$ cat src/rtl/ifmap_stream_writer_pkg.sv
// Shared definitions for the IFMap producer: row-framing tags and writer FSM states.
// The tag values are also decoded by the Processing_element on the drain side.
package ifmap_stream_writer_pkg;

    localparam logic [1:0] TAG_MID    = 2'b00;
    localparam logic [1:0] TAG_LAST   = 2'b01;
    localparam logic [1:0] TAG_FIRST  = 2'b10;
    localparam logic [1:0] TAG_SINGLE = 2'b11;

    typedef enum logic [2:0] {
        ST_IDLE,
        ST_READ,
        ST_LOAD,
        ST_PUSH,
        ST_DONE
    } state_t;

endpackage

$ cat src/rtl/ifmap_tag_counter.sv
// Row/column position tracker for the IFMap stream: produces the framing tag of the
// element currently being pushed and flags the final element of the transfer.
module ifmap_tag_counter
    import ifmap_stream_writer_pkg::*;
#(
    parameter int LEN_WIDTH = 5
) (
    input  logic                 clk,
    input  logic                 rst,
    input  logic                 i_clear,
    input  logic                 i_adv,
    input  logic [LEN_WIDTH-1:0] i_row_len,
    input  logic [LEN_WIDTH-1:0] i_num_rows,
    output logic [1:0]           o_tag,
    output logic                 o_last
);

    logic [LEN_WIDTH-1:0] r_col;
    logic [LEN_WIDTH-1:0] r_row;
    logic                 w_col_end;
    logic                 w_row_end;

    assign w_col_end = (r_col == i_row_len - LEN_WIDTH'(1));
    assign w_row_end = (r_row == i_num_rows - LEN_WIDTH'(1));
    assign o_last    = w_col_end && w_row_end;

    always_ff @(posedge clk or negedge rst) begin
        if (!rst) begin
            r_col <= '0;
            r_row <= '0;
        end else if (i_clear) begin
            r_col <= '0;
            r_row <= '0;
        end else if (i_adv) begin
            if (w_col_end) begin
                r_col <= '0;
                r_row <= r_row + LEN_WIDTH'(1);
            end else begin
                r_col <= r_col + LEN_WIDTH'(1);
            end
        end
    end

    // A one-element row is both first and last, so it takes precedence.
    always_comb begin
        o_tag = TAG_MID;
        if (i_row_len == LEN_WIDTH'(1))
            o_tag = TAG_SINGLE;
        else if (r_col == '0)
            o_tag = TAG_FIRST;
        else if (w_col_end)
            o_tag = TAG_LAST;
    end

endmodule

$ cat src/rtl/ifmap_stream_writer.sv
// IFMap producer: reads a row-major feature map from synchronous memory one element at a
// time and pushes each word, tagged with row framing, into the IFMap circular buffer.
module ifmap_stream_writer
    import ifmap_stream_writer_pkg::*;
#(
    parameter int DATA_WIDTH = 20,
    parameter int ADDR_WIDTH = 5,
    parameter int LEN_WIDTH  = 5
) (
    input  logic                  clk,
    input  logic                  rst,
    input  logic                  start,
    input  logic [ADDR_WIDTH-1:0] base_addr,
    input  logic [LEN_WIDTH-1:0]  row_len,
    input  logic [LEN_WIDTH-1:0]  num_rows,
    output logic                  mem_ren,
    output logic [ADDR_WIDTH-1:0] mem_addr,
    input  logic [DATA_WIDTH-1:0] mem_rdata,
    input  logic                  buf_ready,
    output logic                  buf_wen,
    output logic [DATA_WIDTH+1:0] buf_din,
    output logic                  busy,
    output logic                  done
);

    state_t                r_state;
    logic [ADDR_WIDTH-1:0] r_addr;
    logic [DATA_WIDTH-1:0] r_hold;
    logic [LEN_WIDTH-1:0]  r_row_len;
    logic [LEN_WIDTH-1:0]  r_num_rows;
    logic                  r_mem_ren;
    logic                  r_busy;
    logic                  r_done;
    logic                  w_clear;
    logic                  w_push;
    logic                  w_last;
    logic [1:0]            w_tag;

    assign w_clear  = (r_state == ST_IDLE) && start;
    assign w_push   = (r_state == ST_PUSH) && buf_ready;

    assign mem_ren  = r_mem_ren;
    assign mem_addr = r_addr;
    assign busy     = r_busy;
    assign done     = r_done;
    assign buf_wen  = w_push;
    assign buf_din  = (r_state == ST_PUSH) ? {w_tag, r_hold} : '0;

    ifmap_tag_counter #(
        .LEN_WIDTH (LEN_WIDTH)
    ) u_tag_counter (
        .clk        (clk),
        .rst        (rst),
        .i_clear    (w_clear),
        .i_adv      (w_push),
        .i_row_len  (r_row_len),
        .i_num_rows (r_num_rows),
        .o_tag      (w_tag),
        .o_last     (w_last)
    );

    // Outputs are set on the edge that enters their state so they stay glitch-free.
    always_ff @(posedge clk or negedge rst) begin
        if (!rst) begin
            r_state    <= ST_IDLE;
            r_addr     <= '0;
            r_hold     <= '0;
            r_row_len  <= '0;
            r_num_rows <= '0;
            r_mem_ren  <= 1'b0;
            r_busy     <= 1'b0;
            r_done     <= 1'b0;
        end else begin
            case (r_state)
                ST_IDLE: begin
                    if (start) begin
                        r_addr     <= base_addr;
                        r_row_len  <= row_len;
                        r_num_rows <= num_rows;
                        if (row_len == '0 || num_rows == '0) begin
                            r_state <= ST_DONE;
                            r_done  <= 1'b1;
                        end else begin
                            r_state   <= ST_READ;
                            r_mem_ren <= 1'b1;
                            r_busy    <= 1'b1;
                        end
                    end
                end
                ST_READ: begin
                    r_mem_ren <= 1'b0;
                    r_state   <= ST_LOAD;
                end
                ST_LOAD: begin
                    r_hold  <= mem_rdata;
                    r_state <= ST_PUSH;
                end
                ST_PUSH: begin
                    if (buf_ready) begin
                        r_addr <= r_addr + ADDR_WIDTH'(1);
                        if (w_last) begin
                            r_state <= ST_DONE;
                            r_busy  <= 1'b0;
                            r_done  <= 1'b1;
                        end else begin
                            r_state   <= ST_READ;
                            r_mem_ren <= 1'b1;
                        end
                    end
                end
                ST_DONE: begin
                    r_done  <= 1'b0;
                    r_state <= ST_IDLE;
                end
                default: begin
                    r_state   <= ST_IDLE;
                    r_mem_ren <= 1'b0;
                    r_busy    <= 1'b0;
                    r_done    <= 1'b0;
                end
            endcase
        end
    end

endmodule

$ cat config.mk
export PLATFORM = sky130hd
export DESIGN_NAME = ifmap_stream_writer
export DESIGN_NICKNAME = d
export VERILOG_FILES = /design/src/rtl/ifmap_stream_writer_pkg.sv /design/src/rtl/ifmap_tag_counter.sv /design/src/rtl/ifmap_stream_writer.sv
export SDC_FILE = /design/constraint.sdc
export NUM_CORES = 1
export LEC_CHECK = 0
export BUFFER_PORTS_ARGS = -buffer_cell sky130_fd_sc_hd__buf_4
export CAP_MARGIN = 20
export CORE_UTILIZATION = 48
export CTS_BUF_LIST = sky130_fd_sc_hd__clkbuf_16
export DETAILED_ROUTE_END_ITERATION = 10
export HOLD_SLACK_MARGIN = 0.08
export PLACE_DENSITY = 0.78
export SYNTH_ARGS = -nofsm -noshare
export SYNTH_HDL_FRONTEND = slang
export SYNTH_SLANG_ARGS = --single-unit
$ cat constraint.sdc
create_clock -name clk -period 2.33 [get_ports clk]
set_clock_uncertainty 0.05 [all_clocks]
set_input_delay 0.3495 -clock clk [delete_from_list [all_inputs] [get_ports clk]]
set_output_delay 0.3495 -clock clk [all_outputs]
set_load 0.01 [all_outputs]
==> run_results.csv <==
group,metric,value,unit
run_status,outcome,"finished with violations",
run_status,failed_checks,"setup timing",
setup_path,critical_path.most_common_cell,"sky130_fd_sc_hd__buf_4",
logic_synthesis,ys_seq_elements,51,
detailed_routing,routed-via-count,2351,
detailed_routing,wl_per_cell,15.1,um
timing,final_min_period_over_clock_period,101,%
setup_path,crit_path_start_kind,"register",
setup_path,worst-endpoint-arrival,1950,ps
timing,crit_path_setup_slack_layout,-21.2,ps
logic_synthesis,postSynthCellCount,281,
setup_path,worst_setup_path_end_kind,"output port",
timing,fin_crit,2350,ps
floorplanning,core_region_area,5510,sq um
logic_synthesis,yosysWarningCount,0,
floorplanning,floorplan.die_area,6000,sq um
placement,finalWeightedCongestion,0.881,
setup_path,critical_path.reg2reg.startpoint,"r_row_len[1]",
timing,timing_worst_slew_pin_value,645,ps
detailed_routing,number_of_vias_per_cell,5.53,
setup_path,longest_individual_stage_delay_on_the_worst_path,630,ps
setup_path,critical_path_required,1930,ps
logic_synthesis,synth.yosys.seq_area_share,46.7,%
placement,dp_cells,417,
setup_path,r2r_end,"u_tag_counter.r_row[4]",
final_layout,proportion_of_layout_cells_with_a_drive_suffix_above_1,34.3,%
clock_network,cts_max_path_buffers,2,
clock_network,cts-buffers-inserted,5,
logic_synthesis,synth.area.top_cells,"sky130_fd_sc_hd__dfrtp_1 (47%), sky130_fd_sc_hd__mux2_2 (8.2%), sky130_fd_sc_hd__and2_1 (4.6%)",
detailed_routing,routed_wirelength,6.43,mm
timing,final-max-slew-violation-count,0,
global_route,initial_antenna_violation_count,0,
clock_network,tritoncts,"yes",
setup_path,crit_slowest_cell,"sky130_fd_sc_hd__or4b_2",
run,drv.max_cap_violation_count,0,
setup_path,r2r_setup_slack,80,ps
logic_synthesis,synth_area,2730,sq um
final_layout,utilization,65.3,%
setup_path,rr_worst_depth,8,
timing,finalHoldViolations,0,
logic_synthesis,synthArstFlopShare,100,%
clock_network,post-cts-setup-buffer-count,0,
timing,max_freq,425,MHz
timing,setup_repair_after_global_routing_missed_its_margin,"yes",
clock_network,clk-insertion-delay-late,290,ps
power_and_ir_drop,ir_drop,793,uV
final_layout,antenna-diode-count,0,
logic_synthesis,dominant_synthesized_flop_cell,"sky130_fd_sc_hd__dfrtp_1",
clock_network,path_clk_slew,70,ps
setup_path,critPathTopFamily,"simple AND/OR/NAND/NOR gates",
min_path,worst_hold_startpoint,"row_len[2]",
final_layout,net_count_reported_at_finish,398,
logic_synthesis,mappedNetlistNets,327,
setup_path,critical_path_depth,6,
clock_network,ctsHtreeMaxLevel,2,
min_path,hold_path_cells,3,
power_and_ir_drop,power_density,1370,nW/um^2
logic_synthesis,synth_area_leader_cell,"sky130_fd_sc_hd__dfrtp_1",
clock_network,clock_sinks,51,
setup_path,crit_path_max_fanout,2,
final_layout,final_area,3600,sq um
detailed_routing,first_iter_violations,127,
floorplanning,horiz_die_dim,77.5,um
detailed_routing,post_detailed_route_drc_marker_count,0,
placement,port_buffers,69,
logic_synthesis,synth.top_cell.area_share,46.7,%
logic_synthesis,syn_area_per_cell,9.72,sq um
global_route,grt_remaining_overflow,0,
clock_network,clockRootBuffer,"sky130_fd_sc_hd__clkbuf_16",
setup_path,critPathBufInv,3,
logic_synthesis,netlist-cell-type-count,44,
floorplanning,design.portCount,70,
setup_path,path_cells,"inv_2, buf_4, ha_1, or4b_2, a21oi_1, buf_4",
timing,timing.slew.headroom,57.0,%
min_path,timing.hold.worst_endpoint,"r_row_len[2]",
timing,finalSetupViolations,2,
detailed_routing,drtPass1Iterations,4,
power_and_ir_drop,post-layout-total-power,4.92,mW
logic_synthesis,synth_edf_count,0,
final_layout,fillerInstances,449,
placement,place_area,3360,sq um
power_and_ir_drop,cellLeakagePower,1.67,nW
floorplanning,dieHeight,77.5,um
global_route,grt_pass1_wl,10.6,mm
global_route,gr-usage-all-layers,22.4,%
global_route,first_global_vias,2313,
detailed_routing,route.antenna.remaining_nets,0,
floorplanning,num_rows,27,
placement,post-dp-hpwl,4.42,mm
global_route,maximum_number_of_pins_on_one_net_before_global_route_repair,52,
final_layout,post_layout_nonfiller_instances,425,
min_path,hp-class,"primary input to register",
setup_path,path_class,"register to output port",
floorplanning,initial_core_utilization,49.6,%
final_layout,area_growth_syn_to_layout,31.6,%
-- how the worst max path moves through the flow --
stage / start / endpoint / slack [ps]
4_1_cts: r_row_len[0] / buf_din[20] / -30
3_3_place_gp: r_row_len[0] / busy / 3
5_1_grt: r_row_len[1] / buf_din[20] / -100
6_report: r_row_len[1] / buf_din[21] / -20
2_1_floorplan: r_row_len[0] / busy / 50
3_5_place_dp: r_row_len[0] / busy / -30
-- repair_timing --
item	CTS	global route
gates resized for setup	10	4
pin swaps	4	3
hold buffers	1	0
hold endpoints to repair	51	0
endpoints found under the setup margin	8	7
-- registers in the layout, indices dropped and copies added (netlist names) --
signal	count
r_num_rows	5
r_row_len	5
done	1
busy	1
r_state	3
mem_ren	1
mem_addr	5
u_tag_counter.r_col	5
u_tag_counter.r_row	5
r_hold	20
-- placed cells by master (no fill, tap or decap), types with 5 or more instances in the layout --
| master | Yosys | routed |
|---|---|---|
| sky130_fd_sc_hd__nand3_1 | 7 | 7 |
| sky130_fd_sc_hd__nor2_1 | 13 | 13 |
| sky130_fd_sc_hd__clkbuf_16 | 0 | 5 |
| sky130_fd_sc_hd__nand2_1 | 32 | 32 |
| sky130_fd_sc_hd__o21ai_0 | 17 | 17 |
| sky130_fd_sc_hd__mux2_2 | 20 | 20 |
| sky130_fd_sc_hd__dfrtp_1 | 51 | 49 |
| sky130_fd_sc_hd__inv_1 | 12 | 10 |
| sky130_fd_sc_hd__a21oi_1 | 15 | 14 |
| sky130_fd_sc_hd__nor3_1 | 10 | 9 |
| sky130_fd_sc_hd__ha_1 | 7 | 6 |
| sky130_fd_sc_hd__xor2_1 | 5 | 5 |
| sky130_fd_sc_hd__xnor2_1 | 6 | 5 |
| sky130_fd_sc_hd__and2_1 | 20 | 20 |
| sky130_fd_sc_hd__buf_4 | 0 | 78 |
| sky130_fd_sc_hd__or4_1 | 6 | 6 |
-- cells in the mapped netlist, drive strengths merged, types with 2 or more instances --
cell    number
and3         3
nor3b        2
a211oi       2
nand3        7
or4b         3
a31oi        3
nor3        10
a21o         2
ha           7
and2        20
o211ai       2
mux2        20
nor2        13
o31ai        2
mux2i        3
inv         12
xor2         5
or4          7
buf          2
o22ai        3
nand2       32
o21ai       17
and3b        2
xnor2        6
clkbuf      13
a21oi       15
dfrtp       51
nor2b        2
-- metal layers --
layer	part of all wire [%]	GRT usage (%)
met1	43	27.9
met2	51	38.1
met3	3.6	4.71
met4	2.0	8.49
met5	0	0
-- through the flow --
step	setup slack, ps	TNS (ps)	hold WS (ps)
after floorplan	53.9	0	3.91
after global placement	2.59	0	371
after detailed placement	-32.8	-83.5	371
after CTS	-32.4	-53.0	201
after global routing	-96.4	-170	214
final	-21.2	-41.8	207
-- worst reg2reg max path, cell delays in order, from the launching register on --
cell and delay, ps:
sky130_fd_sc_hd__dfrtp_1 390, sky130_fd_sc_hd__inv_2 80, sky130_fd_sc_hd__ha_4 200, sky130_fd_sc_hd__xnor2_2 130, sky130_fd_sc_hd__a211oi_2 250, sky130_fd_sc_hd__o311ai_4 170, sky130_fd_sc_hd__buf_4 210, sky130_fd_sc_hd__or4_1 510
sky130_fd_sc_hd__a21oi_1 170
-- report_power, final --
group	switching, mW	total (mW)	internal [mW]
combinational	1.17	2.46	1.29
clock	0.333	0.841	0.507
sequential	0.339	1.62	1.28
-- kinds of logic (layout without fill, tap and decap cells) --
| kind of cell | after synthesis | in the layout | share of synthesized area [%] |
|---|---|---|---|
| simple gates | 106 | 106 | 20.9 |
| buf+inv | 28 | 100 | 3.94 |
| flops | 51 | 51 | 46.7 |
| fa+ha+maj | 7 | 7 | 3.20 |
| xor+xnor | 11 | 11 | 3.53 |
| mux | 23 | 23 | 9.34 |
| compound gates | 55 | 55 | 12.4 |
-- final cells by class --
cell class | instances | area (sq um) | area share, %
flip-flops and latches | 51 | 1280 | 35.6
repair buffers | 79 | 596 | 16.6
well taps | 72 | 90.1 | 2.51
clock inverters | 3 | 42.5 | 1.18
clock buffers | 5 | 125 | 3.48
multi-input cells | 202 | 1410 | 39.2
inverters | 13 | 52.6 | 1.46
Note: power is estimated with default switching activity, not from simulation.
